--- config.mk ---
export PLATFORM = sky130hd
export DESIGN_NAME = glyph_column_decoder
export DESIGN_NICKNAME = d
export VERILOG_FILES = /design/src/rtl/glyph_font_pkg.sv /design/src/rtl/glyph_match.sv /design/src/rtl/glyph_column_decoder.sv
export SDC_FILE = /design/constraint.sdc
export NUM_CORES = 1
export LEC_CHECK = 0
export BUFFER_PORTS_ARGS = -buffer_cell sky130_fd_sc_hd__clkbuf_2
export CAP_MARGIN = 20
export CORE_ASPECT_RATIO = 0.9
export CORE_MARGIN = 8
export CORE_UTILIZATION = 34
export DETAILED_ROUTE_END_ITERATION = 16
export PLACE_DENSITY_LB_ADDON = 0.1
export SYNTH_ARGS = -nofsm -noshare
export SYNTH_HDL_FRONTEND = slang
export SYNTH_SLANG_ARGS = --single-unit
--- constraint.sdc ---
create_clock -name clk -period 2.3 [get_ports clk]
set_input_delay 0.46 -clock clk [delete_from_list [all_inputs] [get_ports clk]]
set_output_delay 0.46 -clock clk [all_outputs]
set_load 0.02 [all_outputs]
--- src/rtl/glyph_font_pkg.sv ---
// Shared font definitions for the 5x5 column glyph decoder: geometry,
// glyph bitmaps (column 0 in the MSBs), ASCII codes and FSM encoding.
package glyph_font_pkg;

  localparam int GLYPH_COLS = 5;
  localparam int COL_W      = 5;
  localparam int GLYPH_W    = GLYPH_COLS * COL_W;

  localparam logic [GLYPH_W-1:0] GLYPH_M = 25'b11111_11000_00100_11000_11111;
  localparam logic [GLYPH_W-1:0] GLYPH_E = 25'b11111_10101_10101_10001_10001;
  localparam logic [GLYPH_W-1:0] GLYPH_N = 25'b11111_10000_11111_00001_11111;
  localparam logic [GLYPH_W-1:0] GLYPH_A = 25'b11111_10100_10100_10100_11111;
  localparam logic [GLYPH_W-1:0] GLYPH_K = 25'b11111_00100_00100_01010_10001;
  localparam logic [GLYPH_W-1:0] GLYPH_S = 25'b11101_10101_10101_10101_10111;
  localparam logic [GLYPH_W-1:0] GLYPH_H = 25'b11111_00100_00100_00100_11111;
  localparam logic [GLYPH_W-1:0] GLYPH_I = 25'b10001_10001_11111_10001_10001;

  localparam logic [7:0] ASCII_M       = 8'h4D;
  localparam logic [7:0] ASCII_E       = 8'h45;
  localparam logic [7:0] ASCII_N       = 8'h4E;
  localparam logic [7:0] ASCII_A       = 8'h41;
  localparam logic [7:0] ASCII_K       = 8'h4B;
  localparam logic [7:0] ASCII_S       = 8'h53;
  localparam logic [7:0] ASCII_H       = 8'h48;
  localparam logic [7:0] ASCII_I       = 8'h49;
  localparam logic [7:0] ASCII_UNKNOWN = 8'h3F;

  typedef enum logic [1:0] {
    ST_IDLE    = 2'd0,
    ST_COLLECT = 2'd1,
    ST_GAP     = 2'd2
  } state_e;

endpackage

--- src/rtl/glyph_match.sv ---
// Combinational font lookup: 25-bit glyph bitmap in, hit flag and ASCII out.
module glyph_match
  import glyph_font_pkg::*;
(
  input  logic [GLYPH_W-1:0] glyph,
  output logic               hit,
  output logic [7:0]         code
);

  always_comb begin
    hit  = 1'b1;
    code = ASCII_UNKNOWN;
    case (glyph)
      GLYPH_M: code = ASCII_M;
      GLYPH_E: code = ASCII_E;
      GLYPH_N: code = ASCII_N;
      GLYPH_A: code = ASCII_A;
      GLYPH_K: code = ASCII_K;
      GLYPH_S: code = ASCII_S;
      GLYPH_H: code = ASCII_H;
      GLYPH_I: code = ASCII_I;
      default: hit = 1'b0;
    endcase
  end

endmodule

--- src/rtl/glyph_column_decoder.sv ---
// Frames a column stream into 5-column glyphs separated by blank columns and
// emits one registered ASCII pulse per glyph, with unknown-glyph and gap errors.
module glyph_column_decoder
  import glyph_font_pkg::*;
(
  input  logic             clk,
  input  logic             rst,
  input  logic             col_valid,
  input  logic [COL_W-1:0] col,
  output logic             char_valid,
  output logic [7:0]       char_code,
  output logic             char_err,
  output logic             frame_err,
  output logic             busy,
  output logic [7:0]       glyph_count
);

  state_e               state_q, state_d;
  logic [2:0]           col_cnt_q, col_cnt_d;
  logic [GLYPH_W-1:0]   glyph_q, glyph_d;
  logic                 char_valid_q, char_valid_d;
  logic [7:0]           char_code_q, char_code_d;
  logic                 char_err_q, char_err_d;
  logic                 frame_err_q, frame_err_d;
  logic [7:0]           glyph_count_q, glyph_count_d;

  logic [GLYPH_W-1:0]   full_glyph;
  logic                 match_hit;
  logic [7:0]           match_code;

  // Columns shift in from the LSB end so column 0 lands in the MSBs.
  assign full_glyph = {glyph_q[GLYPH_W-COL_W-1:0], col};

  glyph_match u_match (
    .glyph (full_glyph),
    .hit   (match_hit),
    .code  (match_code)
  );

  always_comb begin
    state_d       = state_q;
    col_cnt_d     = col_cnt_q;
    glyph_d       = glyph_q;
    char_valid_d  = 1'b0;
    char_code_d   = char_code_q;
    char_err_d    = 1'b0;
    frame_err_d   = 1'b0;
    glyph_count_d = glyph_count_q;

    if (col_valid) begin
      case (state_q)
        ST_IDLE: begin
          if (col != '0) begin
            glyph_d   = {{(GLYPH_W-COL_W){1'b0}}, col};
            col_cnt_d = 3'd1;
            state_d   = ST_COLLECT;
          end
        end
        ST_COLLECT: begin
          glyph_d = full_glyph;
          if (col_cnt_q == 3'(GLYPH_COLS - 1)) begin
            char_valid_d  = 1'b1;
            char_code_d   = match_hit ? match_code : ASCII_UNKNOWN;
            char_err_d    = ~match_hit;
            glyph_count_d = glyph_count_q + 8'd1;
            col_cnt_d     = 3'd0;
            state_d       = ST_GAP;
          end else begin
            col_cnt_d = col_cnt_q + 3'd1;
          end
        end
        ST_GAP: begin
          if (col == '0) begin
            state_d = ST_IDLE;
          end else begin
            // Missing gap: flag it but keep the column as the next glyph's start.
            frame_err_d = 1'b1;
            glyph_d     = {{(GLYPH_W-COL_W){1'b0}}, col};
            col_cnt_d   = 3'd1;
            state_d     = ST_COLLECT;
          end
        end
        default: state_d = ST_IDLE;
      endcase
    end
  end

  always_ff @(posedge clk) begin
    if (rst) begin
      state_q       <= ST_IDLE;
      col_cnt_q     <= '0;
      glyph_q       <= '0;
      char_valid_q  <= 1'b0;
      char_code_q   <= 8'h00;
      char_err_q    <= 1'b0;
      frame_err_q   <= 1'b0;
      glyph_count_q <= '0;
    end else begin
      state_q       <= state_d;
      col_cnt_q     <= col_cnt_d;
      glyph_q       <= glyph_d;
      char_valid_q  <= char_valid_d;
      char_code_q   <= char_code_d;
      char_err_q    <= char_err_d;
      frame_err_q   <= frame_err_d;
      glyph_count_q <= glyph_count_d;
    end
  end

  assign char_valid  = char_valid_q;
  assign char_code   = char_code_q;
  assign char_err    = char_err_q;
  assign frame_err   = frame_err_q;
  assign busy        = (state_q != ST_IDLE);
  assign glyph_count = glyph_count_q;

endmodule

# Word-level counts from Yosys, hierarchy flattened
# Cells that the tools add are included.
[word_totals] register_bits=44 latchBits=0 ram_bits=0 rom_bits=0 input_bits=8 output_inout_bits=20 elab_cells=57 mem_count=0
[classes] addsub=2 n_mul=0 div=0 n_lt_le_gt_ge=0 eq_ne=14 shifts=0 n_mux=16 bitwise=5 n_reduce_logical=12
[ops] op="25-bit == test (second input constant)" count=8
[ops] op="20-bit one-hot mux with 3 select lines" count=1
[ops] op="7-bit one-hot mux with 8 select lines" count=1
[ops] op="20-bit two-way mux" count=2
[ops] op="3-bit two-way mux" count=3
[ops] op="3-bit one-hot mux with 3 select lines" count=1
[ops] op="8-bit by 1-bit adder with 8-bit output (second input constant)" count=1
[ops] op="8-bit two-way mux" count=1
[ops] op="8-bit OR reduction" count=1
[ops] op="2-bit inequality test (second input constant)" count=3
[ops] op="2-bit one-hot mux with 3 select lines" count=1
[ops] op="3-bit AND reduction" count=2
[ops] op="3-bit OR reduction" count=2
[ops] op="5-bit zero test" count=1
[ops] op="1-bit NOT" count=5
[ops] op="5-bit nonzero test" count=1
[ops] op="1-bit two-way mux" count=4
[ops] op="2-bit two-way mux" count=2
[ops] op="4-bit AND reduction" count=1
[ops] op="4-bit OR reduction" count=1
[ops] op="3-bit by 1-bit adder with 3-bit output (second input constant)" count=1
[ops] op="3-bit == test (second input constant)" count=1
[ops] op="3-bit nonzero test" count=1
[ops] op="2-bit by 1-bit == test with 1-bit output (second input constant)" count=1
[ops] op="other kinds (3)" count=3

# Longest topological paths before layout
[logic_depth] word_depth=4 ltp_mapped=7 ltp_nobuf=7

# By module
# From an unflattened synthesis, not the netlist that was laid out.
[unflattened] hier_cells=280 hier_area_um2=2382.3
[by_module_without_submodules] module="glyph_column_decoder" instances=1 cells_per_inst=220 area_per_inst_um2=1953.1 seq_area_each_um2=880.8
[by_module_without_submodules] module="glyph_match" instances=1 cells_per_inst=60 area_per_inst_um2=429.2 seq_area_each_um2=0.0

# Least setup slack after synthesis
# Ideal clock, no wire load.
[synth_path] path_type="input -> register" start="input col[3]" end="register char_code_q[6], in the netlist char_code[6]" setup_time_ns=0.115 arrival_time_ns=1.791 required_ns=2.185 setup_slack_ns=0.395 path_stages=6 n_path_buf=1 path_cell_list="and4_4 -> and4b_4 -> a2bb2o_4 -> or4_4 -> buf_6 -> o21a_1"
[synth_via] elab_chain_cells=4 word_cells_on_any_way=12 classes_between="8 x eq/ne; 3 x mux; 1 x reduce/logical"
[synth_rtl] item="start: declaration" line="glyph_column_decoder.sv:9" rtl="input logic [COL_W-1:0] col,"
[synth_rtl] item="25-bit == test" line="glyph_match.sv:13" rtl="case (glyph)"
[synth_rtl] item="8-bit OR reduction (no line)"
[synth_rtl] item="1-bit two-way mux" line="glyph_match.sv:13"
[synth_rtl] item="8-bit two-way mux *" line="glyph_column_decoder.sv:63" rtl="char_code_d = match_hit ? match_code : ASCII_UNKNOWN;"
[synth_rtl] item="end signal: assignment" line="glyph_column_decoder.sv:103" rtl="char_code_q <= char_code_d;"
[synth_rtl] item="end: declaration" line="glyph_column_decoder.sv:22" rtl="logic [7:0] char_code_q, char_code_d;"
# Every way passes the cells marked *; elsewhere a longest branch is shown, timed or not.
# A chain may end at the register's enable or synchronous reset.

# Worst setup path in the final report
[layout_path] start="register glyph_q[13]" end="register char_code_q[6], in the netlist char_code[6]"
[layout_via] elab_chain_cells=4 word_cells_on_any_way=12 classes_between="8 x eq/ne; 3 x mux; 1 x reduce/logical"
[layout_rtl] item="start: declaration" line="glyph_column_decoder.sv:20" rtl="logic [GLYPH_W-1:0] glyph_q, glyph_d;"
[layout_rtl] item="start signal: assignment" line="glyph_column_decoder.sv:101" rtl="glyph_q <= glyph_d;"
[layout_rtl] item="25-bit == test" line="glyph_match.sv:13"
[layout_rtl] item="8-bit OR reduction (no line)"
[layout_rtl] item="1-bit two-way mux" line="glyph_match.sv:13"
[layout_rtl] item="8-bit two-way mux *" line="glyph_column_decoder.sv:63"
# Marks and branches as above.

==> results.ini <==
[clocking]
cts_root_buf = clkbuf_8
ctsHoldBuffers = 0
cts_buffer_depth = 2
cts_tree = done
postCtsSetupBuffers = 0
cts_sinks = 43
cts_inserted_buffers = 5
clk_pin_slew_ps = 90
cts_htree_levels = 2
cts_resized = 0
clk_latency_ps = 290

[logic_synthesis]
synth-async-reset-ratio_pct = 0
synth_cell_type_count = 48
yosysWarnings = 0
netlist.top_cell.by_area = dfxtp_1
ys_ff_latch = 43
syn-num-nets = 265
yosysSeqAreaShare_pct = 41.2
yosys.area.top_type_share_pct = 41.2
synth_area_sq_um = 2090
ys.flop_type = dfxtp_1
synth_common_cells = 43 x dfxtp_1, 36 x nand2_1, 29 x a21oi_1
synth_cells = 254
synth-edff-count = 0
synth.most_common_cell = dfxtp_1
avgSynthCellArea_sq_um = 8.23
synthTopCellsByArea = dfxtp_1 41%, a21oi_1 6.9%, nand2_1 6.5%, nand3_1 4.8%, nor2_1 4.5%

[sta]
whs_ps = 458
skew_ps = 10.0
drv_slew = 0
setup_tns_ps = 0
hold_violations = 0
final-setup-viol-count = 0
finalWorstSetupSlack_ps = 475
fmax_mhz = 548
post-route-period-util_pct = 79.4
final.min_clock_period_ps = 1830
maxSlewHeadroom_pct = 59.1
grt_setup_unrepaired = no
tightest_slew_ps = 613

[power]
ir_drop_v = 0.000350
power.share.sequential_pct = 52.2
p_leak_nw = 0.891
p_sw_share_pct = 23.0
clkPwrFrac_pct = 41.0
p_per_area_nw_per_um2 = 615
internal-power_w = 0.00114
p_switching_w = 0.000341
combPwrFrac_pct = 6.9

[placed_design]
portBuffers = 26
gp_congestion = 0.907
place_hpwl_mm = 3.92
post_dp_cell_area_sq_um = 2290
dp_slack_ps = 243

[routing]
via_count = 1853
vias_per_cell = 5.26
drtAntennaViolNets = 0
drtIter0Drc = 97
wl_mm = 5.33
wire_per_inst_um = 15.2
first_pass_iters = 4
drc = 0

[cells_and_area]
final_nets = 290
final_layout_size_suffix_gt1_share_pct = 17.9
n_antenna_cell = 0
final_cell_area_sq_um = 2410
syn2layout_area_growth_pct = 15.3
fillers = 638

[worst_setup_path]
path_max_fanout = 6
reg2reg_depth = 5
cp-start-kind = register
critPathCaptureType = register
crit_type = register to register
cp.arrival_ps = 2020
r2r_slack_ps = 470
cp.required_ps = 2500

[die]
io_pins = 28
core_sq_um = 6050
die_h_um = 90.4
die_area_sq_um = 8910
start_util_pct = 34.6
fp-row-count = 27
fp.dieW_um = 98.6

[global_routing]
antenna_found_initial = 0
grt_pass1_wl_mm = 9.09
overflow = 0
grt_max_degree = 29
grt.total_usage_pct = 12.5
grt_pass1_vias = 1771

[run_status]
status = finished clean

[hold_path]
hold_path_depth = 3
hp-class = input pin to register

[flow_run]
max_cap_viol_count = 0

-- path summary, 6_finish.rpt --
| kind | endpoint | from |
|---|---|---|
| setup / recovery | char_code[6] | glyph_q[13] |
| hold / removal | glyph_q[3] | col[3] |
| hold reg to reg | col_cnt_q[1] | col_cnt_q[1] |
| setup reg to reg | char_code[6] | glyph_q[13] |
-- critical path: stages, from the launching register on --
cell and delay [ps]:
dfxtp_1 410, and4b_4 230, nand4_1 120, a2bb2o_4 230
or4_4 540, o21a_1 190
-- layout by cell type (no fill, tap or decap), types with 4 or more instances in the layout --
cell type	n
dfxtp_1	43
nand2_1	36
a21oi_1	29
clkbuf_2	26
nor2_1	25
nand3_1	20
nand4_1	11
clkbuf_8	6
buf_4	6
inv_1	5
nor4bb_1	4
nor3_1	4
xnor2_1	4
nand3b_1	4
o21ai_0	4
-- registers in the layout, summed over array words and instances, names as in the netlist --
register     cells
char_code        7
glyph_q         20
char_valid       1
col_cnt_q        3
glyph_count      8
frame_err        1
state_q          2
char_err         1
-- cell type report --
type                            instances  area, sq um  area share, %
Sequential cell                        43          861           35.7
Timing Repair Buffer                   32          175           7.27
Multi-Input combinational cell        192         1150           47.6
Inverter                                5         18.8          0.779
Tap cell                               72         90.1           3.74
Clock buffer                            6         82.6           3.43
Clock inverter                          2         35.0           1.45
-- power by group through the flow --
stage	registers (W)	clock network [W]	logic (W)
floorplan	0.000784	0	0.0000693
global placement	0.000790	0	0.000101
detailed placement	0.000790	0	0.000103
CTS	0.000772	0.000631	0.000103
global route	0.000776	0.000658	0.000114
finish	0.000772	0.000607	0.000102
-- layer usage --
| metal | share of wire, % | GRT usage, % | vias up |
|---|---|---|---|
| li1 | - | - | 956 |
| met1 | 53 | 17.4 | 861 |
| met5 | 0 | 0 | - |
| met4 | 0.90 | 3.83 | 0 |
| met2 | 43 | 18.3 | 31 |
| met3 | 3.5 | 2.85 | 5 |
-- kinds of logic after synthesis --
| family | synth area share (%) |
|---|---|
| other cells | 0.179 |
| xor+xnor | 2.51 |
| fa+ha+maj | 1.80 |
| compound gates | 13.8 |
| buf+inv | 3.95 |
| flops | 41.2 |
| simple gates | 36.5 |
-- stage by stage --
stage               instances  power [W]  utilization [%]
global route              352    0.00155             39.8
global placement          344   0.000892             37.9
CTS                       352    0.00151             39.8
detailed placement        344   0.000893             37.9
floorplan                 254   0.000853                -
finish                    352    0.00148             39.8
Note: power is estimated with default switching activity, not from simulation.
